==> src/rtl/reg_bank_store_if.sv <==
// Bundles the command, operand, display and completion signals exchanged
// between the register bank and its neighbours (control_unit, ALU, LCD driver).
interface reg_bank_store_if #(
  parameter int DATA_W = 16
);
  logic [3:0]        DEST;
  logic [3:0]        SRC1;
  logic [3:0]        SRC2;
  logic              IMM_SIGN;
  logic [5:0]        IMM_MAGNETUDE;
  logic              alu_enable;
  logic              write_enable;
  logic              read_enable;
  logic              clear_mem;
  logic [DATA_W-1:0] alu_result;
  logic [DATA_W-1:0] op_a;
  logic [DATA_W-1:0] op_b;
  logic [DATA_W-1:0] disp_data;
  logic              disp_valid;
  logic              disp_ready;
  logic              store_done;

  modport master (
    output DEST, SRC1, SRC2, IMM_SIGN, IMM_MAGNETUDE,
    output alu_enable, write_enable, read_enable, clear_mem,
    output alu_result, disp_ready,
    input  op_a, op_b, disp_data, disp_valid, store_done
  );

  modport slave (
    input  DEST, SRC1, SRC2, IMM_SIGN, IMM_MAGNETUDE,
    input  alu_enable, write_enable, read_enable, clear_mem,
    input  alu_result, disp_ready,
    output op_a, op_b, disp_data, disp_valid, store_done
  );
endinterface

==> src/rtl/reg_bank_store.sv <==
// Register bank plus write-back sequencer: executes LOAD / ALU write / clear-all /
// display commands one at a time and pulses store_done when each completes.
module reg_bank_store #(
  parameter int DATA_W      = 16,
  parameter int DEPTH       = 16,
  parameter int ALU_LATENCY = 1
) (
  input  logic           clk,
  input  logic           rst,
  reg_bank_store_if.slave bus
);

  localparam int IDX_W = $clog2(DEPTH);
  localparam int CNT_W = (ALU_LATENCY > 1) ? $clog2(ALU_LATENCY) : 1;

  typedef enum logic [2:0] {
    IDLE,
    WAIT_ALU,
    CLEAR,
    DISP,
    DONE
  } state_t;

  state_t            state_q, state_d;
  logic [DATA_W-1:0] regs_q [DEPTH];
  logic [DATA_W-1:0] regs_d [DEPTH];
  logic [3:0]        dest_q, dest_d;
  logic [CNT_W-1:0]  cnt_q, cnt_d;
  logic [IDX_W-1:0]  clr_idx_q, clr_idx_d;
  logic [DATA_W-1:0] disp_data_q, disp_data_d;
  logic              disp_valid_q, disp_valid_d;
  logic [DATA_W-1:0] load_mag;
  logic [DATA_W-1:0] load_val;

  // Sign/magnitude immediate to two's complement; a negative zero collapses to 0.
  assign load_mag = {{(DATA_W-6){1'b0}}, bus.IMM_MAGNETUDE};
  assign load_val = bus.IMM_SIGN ? (~load_mag + {{(DATA_W-1){1'b0}}, 1'b1}) : load_mag;

  assign bus.op_a       = regs_q[bus.SRC1];
  assign bus.op_b       = regs_q[bus.SRC2];
  assign bus.disp_data  = disp_data_q;
  assign bus.disp_valid = disp_valid_q;
  assign bus.store_done = (state_q == DONE);

  always_comb begin
    state_d      = state_q;
    regs_d       = regs_q;
    dest_d       = dest_q;
    cnt_d        = cnt_q;
    clr_idx_d    = clr_idx_q;
    disp_data_d  = disp_data_q;
    disp_valid_d = disp_valid_q;

    case (state_q)
      IDLE: begin
        if (bus.clear_mem) begin
          clr_idx_d = '0;
          state_d   = CLEAR;
        end else if (bus.write_enable) begin
          dest_d = bus.DEST;
          if (bus.alu_enable) begin
            cnt_d   = CNT_W'(ALU_LATENCY - 1);
            state_d = WAIT_ALU;
          end else begin
            regs_d[bus.DEST] = load_val;
            state_d          = DONE;
          end
        end else if (bus.read_enable) begin
          disp_data_d  = regs_q[bus.SRC1];
          disp_valid_d = 1'b1;
          state_d      = DISP;
        end
      end

      WAIT_ALU: begin
        if (cnt_q == '0) begin
          regs_d[dest_q] = bus.alu_result;
          state_d        = DONE;
        end else begin
          cnt_d = cnt_q - CNT_W'(1);
        end
      end

      // One register per cycle, so readers see a partially cleared bank meanwhile.
      CLEAR: begin
        regs_d[clr_idx_q] = '0;
        clr_idx_d         = clr_idx_q + IDX_W'(1);
        if (clr_idx_q == IDX_W'(DEPTH - 1)) begin
          state_d = DONE;
        end
      end

      DISP: begin
        if (bus.disp_ready) begin
          disp_valid_d = 1'b0;
          state_d      = DONE;
        end
      end

      DONE: begin
        state_d = IDLE;
      end

      default: begin
        state_d = IDLE;
      end
    endcase
  end

  always_ff @(posedge clk or negedge rst) begin
    if (!rst) begin
      state_q      <= IDLE;
      dest_q       <= '0;
      cnt_q        <= '0;
      clr_idx_q    <= '0;
      disp_data_q  <= '0;
      disp_valid_q <= 1'b0;
      for (int i = 0; i < DEPTH; i++) begin
        regs_q[i] <= '0;
      end
    end else begin
      state_q      <= state_d;
      dest_q       <= dest_d;
      cnt_q        <= cnt_d;
      clr_idx_q    <= clr_idx_d;
      disp_data_q  <= disp_data_d;
      disp_valid_q <= disp_valid_d;
      regs_q       <= regs_d;
    end
  end

endmodule
==> src/flat_wrapper.sv <==
// flat-port wrapper written by rule: the top's interface ports become plain ports
module reg_bank_store_flat 
#(
  parameter int DATA_W      = 16,
  parameter int DEPTH       = 16,
  parameter int ALU_LATENCY = 1
)
  (clk, rst, bus_DEST, bus_SRC1, bus_SRC2, bus_IMM_SIGN, bus_IMM_MAGNETUDE, bus_alu_enable, bus_write_enable, bus_read_enable, bus_clear_mem, bus_alu_result, bus_disp_ready, bus_op_a, bus_op_b, bus_disp_data, bus_disp_valid, bus_store_done);
  reg_bank_store_if #(.DATA_W(DATA_W)) bus_i ();
  input  logic clk;
  input  logic rst;
  input wire logic [$bits(bus_i.DEST)-1:0] bus_DEST;
  input wire logic [$bits(bus_i.SRC1)-1:0] bus_SRC1;
  input wire logic [$bits(bus_i.SRC2)-1:0] bus_SRC2;
  input wire logic [$bits(bus_i.IMM_SIGN)-1:0] bus_IMM_SIGN;
  input wire logic [$bits(bus_i.IMM_MAGNETUDE)-1:0] bus_IMM_MAGNETUDE;
  input wire logic [$bits(bus_i.alu_enable)-1:0] bus_alu_enable;
  input wire logic [$bits(bus_i.write_enable)-1:0] bus_write_enable;
  input wire logic [$bits(bus_i.read_enable)-1:0] bus_read_enable;
  input wire logic [$bits(bus_i.clear_mem)-1:0] bus_clear_mem;
  input wire logic [$bits(bus_i.alu_result)-1:0] bus_alu_result;
  input wire logic [$bits(bus_i.disp_ready)-1:0] bus_disp_ready;
  output wire logic [$bits(bus_i.op_a)-1:0] bus_op_a;
  output wire logic [$bits(bus_i.op_b)-1:0] bus_op_b;
  output wire logic [$bits(bus_i.disp_data)-1:0] bus_disp_data;
  output wire logic [$bits(bus_i.disp_valid)-1:0] bus_disp_valid;
  output wire logic [$bits(bus_i.store_done)-1:0] bus_store_done;
  assign bus_i.DEST = bus_DEST;
  assign bus_i.SRC1 = bus_SRC1;
  assign bus_i.SRC2 = bus_SRC2;
  assign bus_i.IMM_SIGN = bus_IMM_SIGN;
  assign bus_i.IMM_MAGNETUDE = bus_IMM_MAGNETUDE;
  assign bus_i.alu_enable = bus_alu_enable;
  assign bus_i.write_enable = bus_write_enable;
  assign bus_i.read_enable = bus_read_enable;
  assign bus_i.clear_mem = bus_clear_mem;
  assign bus_i.alu_result = bus_alu_result;
  assign bus_i.disp_ready = bus_disp_ready;
  assign bus_op_a = bus_i.op_a;
  assign bus_op_b = bus_i.op_b;
  assign bus_disp_data = bus_i.disp_data;
  assign bus_disp_valid = bus_i.disp_valid;
  assign bus_store_done = bus_i.store_done;
  reg_bank_store #(.DATA_W(DATA_W), .DEPTH(DEPTH), .ALU_LATENCY(ALU_LATENCY)) u_core (.clk(clk), .rst(rst), .bus(bus_i));
endmodule
==> config.mk <==
export PLATFORM = sky130hd
export DESIGN_NAME = reg_bank_store_flat
export DESIGN_NICKNAME = d
export VERILOG_FILES = /design/src/rtl/reg_bank_store_if.sv /design/src/rtl/reg_bank_store.sv /design/src/flat_wrapper.sv
export SDC_FILE = /design/constraint.sdc
export NUM_CORES = 1
export LEC_CHECK = 0
export ABC_AREA = 1
export CAP_MARGIN = 0
export CORE_MARGIN = 2
export CORE_UTILIZATION = 34
export CTS_CLUSTER_SIZE = 24
export DETAILED_ROUTE_END_ITERATION = 12
export PLACE_DENSITY_LB_ADDON = 0.15
export SKIP_LAST_GASP = 1
export SLEW_MARGIN = 10
export SYNTH_ARGS = -nofsm -noshare
export SYNTH_HDL_FRONTEND = slang
export SYNTH_SLANG_ARGS = --single-unit
export TNS_END_PERCENT = 5
==> constraint.sdc <==
create_clock -name clk -period 1.95 [get_ports clk]
set_input_delay 0.39 -clock clk [delete_from_list [all_inputs] [get_ports clk]]
set_output_delay 0.39 -clock clk [all_outputs]
set_load 0.05 [all_outputs]
After elaboration in Yosys (flattened, before gate mapping) --
Index checks and enable logic that the tools add are counted.
Storage, ports and cells: register bits 285, input bits 42, output and inout port bits 50
Operators by class: $add $sub $neg 3, $lt $le $gt $ge 8, eq/ne operators 16, muxes and demuxes 40, bitwise logic cells 10, reductions and logical operators 15
Operators by type and width (number):
- $mux 256 | 4
- $pmux 256 s3 | 1
- $bwmux 256 | 2
- $and 256x256->256 | 1
- $not 256->256 | 1
- $demux 16 s4 | 3
- $bmux 16 s4 | 2
- $mux 16 | 8
- $ge 5x5->1 const B | 5
- $not 4->5 | 5
- $mux 3 | 7
- $ne 2x2->1 const B | 9
- $add 16x1->16 const B | 1
- $not 6->16 | 1
- $lt 5x1->1 const B | 3
- $pmux 3 s4 | 1
- $reduce_and 4->1 | 3
- $reduce_and 5->1 | 2
- $mux 1 | 8
- $pmux 4 s2 | 1
- $eq 3x2->1 const B | 2
- $reduce_bool 2->1 | 3
- $add 4x1->4 const B | 1
- $eq 4x4->1 const B | 1
- other kinds (13) | 17

Depth between registers and ports, before layout --
word-level depth 10, depth in mapped cells 13, mapped depth without buffers 10

Least setup slack after synthesis --
OpenSTA, ideal clock, no wires.
path kind input -> output, from in bus_SRC1[0], to out bus_op_a[5], data arrival time 1664 ps, slack -104 ps, cell stages on the path 9, path through buf_2 -> clkinv_1 -> buf_2 -> buf_1 -> nand2_1 -> nand3_1 -> nand3_1 -> nand3_1 -> nand2_1
Between the ends: longest elaborated chain between the ends 4
Ends and longest elaborated chain:
- start, declared | line flat_wrapper.sv:13 | input wire logic [$bits(bus_i.SRC1)-1:0] bus_SRC1;
- $not 4->5 (implied by the code) | line reg_bank_store.sv:39 | assign bus.op_a = regs_q[bus.SRC1];
- $bmux 16 s4 | line reg_bank_store.sv:39
- $mux 16 (implied by the code) (2 in a row) | line reg_bank_store.sv:39
- end, declared | line flat_wrapper.sv:23 | output wire logic [$bits(bus_i.op_a)-1:0] bus_op_a;
Every way passes these cells. The select of a mux whose other input is x is not followed.

Final worst setup path --
from reg u_core.regs_q[26] in the netlist's numbering, to out bus_op_b[10]
Between the ends: longest elaborated chain between the ends 3
Ends and longest elaborated chain:
- start, declared | line reg_bank_store.sv:25 | logic [DATA_W-1:0] regs_q [DEPTH];
- start signal, assigned | line reg_bank_store.sv:128 | regs_q <= regs_d;
- $bmux 16 s4 | line reg_bank_store.sv:40 | assign bus.op_b = regs_q[bus.SRC2];
- $mux 16 (implied by the code) (2 in a row) | line reg_bank_store.sv:40
- end, declared | line flat_wrapper.sv:24 | output wire logic [$bits(bus_i.op_b)-1:0] bus_op_b;
Every way passes these cells. The select of a mux whose other input is x is not followed.

==> qor.txt <==
Required @ worst endpoint -> 1560 ps
DIE AREA -> 59,700 um^2
die width -> 244 um
DRT antenna net count -> 0
dpl cells -> 4,078
Distinct cells, synth -> 26
routed vias/inst -> 5.45
Core Util, Final -> 45.3%
met2 routed wirelength -> 40.3 mm
Most used DFF post-synth -> dfrtp_1
worst-skew pair later-pin latency -> 570 ps
Final Hold Viols -> 0
Worst-Margin Slew -> 622 ps
Wirelength per Cell -> 23.6 um
fmax -> 445 MHz
Max Cap Viol -> 0
Post-route DRC -> 0
final setup vio count -> 48
CP max stage delay -> 390 ps
crit path cell chain -> o211ai_1, buf_4, nand3_4, nand3_4, nand2_2, buf_12
Internal -> 17.2 mW
Fill cells -> 5,939
Final Cell Area -> 26,000 um^2
warnings from Yosys -> 0
setup ws final -> -296 ps
Hold Crit Class -> in2async
critical path type -> reg2out
synthesized flop and latch total -> 284
core box area -> 57,400 um^2
First-pass DRT Iterations -> 6
Starting Density -> 34.3%
Root Buffer -> clkbuf_16
Non-Filler Instances -> 4,165
top post-synthesis cells by area -> dfrtp_1 (36%), nand2_1 (26%), nand3_1 (8.0%), o21ai_0 (6.6%), inv_1 (5.8%)
layout cells sized above 1 -> 17.8%
Die Y -> 244 um
ys async rst share -> 100%
Syn Nets -> 3,203
synthesis-to-layout area growth -> 32.3%
clk slew on worst S/H paths -> 60 ps
static leakage -> 13.0 nW
final WL -> 98.2 mm
Rows -> 88
Final Critical Period -> 2250 ps
I/O Pins -> 92
largest net degree at the start of global routing -> 96
register area share after synthesis -> 36.2%
Total GRT Usage -> 32.7%
sequential power share -> 28.9%
CP max stage cell -> dfrtp_1
Post-DP HPWL -> 69.4 mm
switching power total -> 14.7 mW
initial antenna violation count -> 3
DR iter-0 viols -> 2,580
Clock power frac -> 23.9%
crit path capture type -> output port
power density cells -> 1230 nW/um^2
CP delay by family, top -> flip-flops
GP Congestion -> 0.962
Max FO, Critical Path -> 3
post-synth top area share -> 36.2%
nets -> 3,422
CTS tree -> yes
Slew Viols, Final -> 0
combinational power share -> 47.2%
post-place instance area -> 23,900 um^2
failing checks -> negative setup slack
Hold Slack -> 227 ps
Slew Limit Headroom -> 58.5%
remaining global-route overflow -> 0
clock tree sinks -> 284
total CTS buffers -> 39
biggest area consumer among synthesized cells -> dfrtp_1
clock skew -> 23.2 ps
WP buf/inv -> 2
Avg Cell Area, Syn -> 6.23 um^2
met3 wire length -> 10.6 mm
# H-tree levels -> 2
Antenna diodes -> 0
top layer reached by signal wires -> met5
Max VDD drop -> 0.928 mV
vias in the first global route -> 21,300
CTS max path bufs -> 3
via count -> 22,700
M1 WL -> 42.5 mm
Tcrit/Tclk final -> 115%
sw frac -> 46.2%
startpoint types -> flop
cells after synthesis -> 3,154
first-pass GRT wire length -> 144 mm
Critical Path AT -> 1860 ps
Tot Pwr -> 31.9 mW
most used cell, CP -> nand3_4
outcome -> finished with violations
port buffer count -> 91
cell area after synthesis -> 19,700 um^2
number of synthesized flops with an enable pin -> 0
RSZ-0062 raised after global routing -> true
power by group through the flow:
stage | Clock, mW | Combinational, mW | Sequential [mW]
after floorplan | 0 | 7.56 | 9.15
after global routing | 7.93 | 16.2 | 9.40
after global placement | 0 | 14.2 | 9.11
after detailed placement | 0 | 14.3 | 9.17
final | 7.63 | 15.1 | 9.24
after CTS | 7.76 | 14.7 | 9.13
synthesized netlist by cell type, drive strengths merged (7+ instances only):
| library cell | instances |
|---|---|
| nor2 | 136 |
| buf | 89 |
| a21oi | 72 |
| dfrtp | 284 |
| nand3 | 315 |
| clkbuf | 106 |
| ha | 7 |
| inv | 315 |
| nand2 | 1395 |
| o211ai | 78 |
| o22ai | 77 |
| o21ai | 270 |
cells in the final DEF (no fill, tap or decap), types with 16 or more instances in the layout:
cell,instances
nor2_1,108
clkdlybuf4s50_1,49
o21ai_1,20
dfrtp_1,273
o211ai_1,78
a21oi_1,67
nand3_2,38
o22ai_1,77
clkbuf_16,41
inv_1,252
nand3_4,16
o21ai_0,250
buf_12,110
buf_4,204
inv_2,52
nand2_2,42
nand2_1,1341
nand3_1,261
flip-flops by register name, indices dropped and copies added (netlist names):
name                   flops
u_core.state_q             3
u_core.regs_q            256
u_core.bus.disp_valid      1
u_core.bus.disp_data      16
u_core.clr_idx_q           4
u_core.dest_q              4
metrics by stage:
stage / TNS, ps / setup slack (ps)
2_1_floorplan: -2820 / -99.3
3_3_place_gp: -74430 / -581
3_5_place_dp: -81530 / -571
4_1_cts: -11190 / -280
5_1_grt: -13850 / -328
6_report: -9800 / -296
area by class of cell:
class,instances,area (um^2),area share (%)
sequential,284,7120,27.4
multi-input combinational,2356,11000,42.2
inverter,319,1230,4.71
clock inverter,16,194,0.746
clock buffer,52,1140,4.37
timing repair buffer,373,4390,16.9
tap,765,957,3.68
worst paths after layout:
kind | startpoint | to | slack [ps] | depth (start not counted)
max in group asynchronous | rst | u_core.bus.disp_data[3] | 910 | 3
setup reg to reg | u_core.state_q[2] | u_core.regs_q[66] | 0 | 9
hold reg to reg | u_core.regs_q[98] | u_core.regs_q[98] | 470 | 2
hold / removal | rst | u_core.regs_q[13] | 230 | 2
min in group clk | bus_disp_ready | u_core.bus.disp_valid | 410 | 2
setup / recovery | u_core.regs_q[26] | bus_op_b[10] | -300 | 6
timing repair:
action,4_1_cts,5_1_grt
hold endpoints to repair,150,0
gates cloned,3,0
resized for setup,154,50
pin swaps,25,16
endpoints found under the setup margin,48,96
buffers inserted,12,5
hold buffers,1,0
kinds of logic after synthesis:
| kind of cell | share of synthesized area [%] |
|---|---|
| compound gates | 14.2 |
| fa+ha+maj | 0.446 |
| flops | 36.2 |
| buf+inv | 10.8 |
| xor+xnor | 0.0892 |
| simple gates | 38.4 |
layer usage:
layer  global-route usage, %  up-vias
met2                    47.0     1200
met1                    45.7    10800
li1                        -    10500
met4                    14.8        4
met3                    8.59      210
met5                       0        -
No activity file was read; power rests on OpenSTA's default activity.
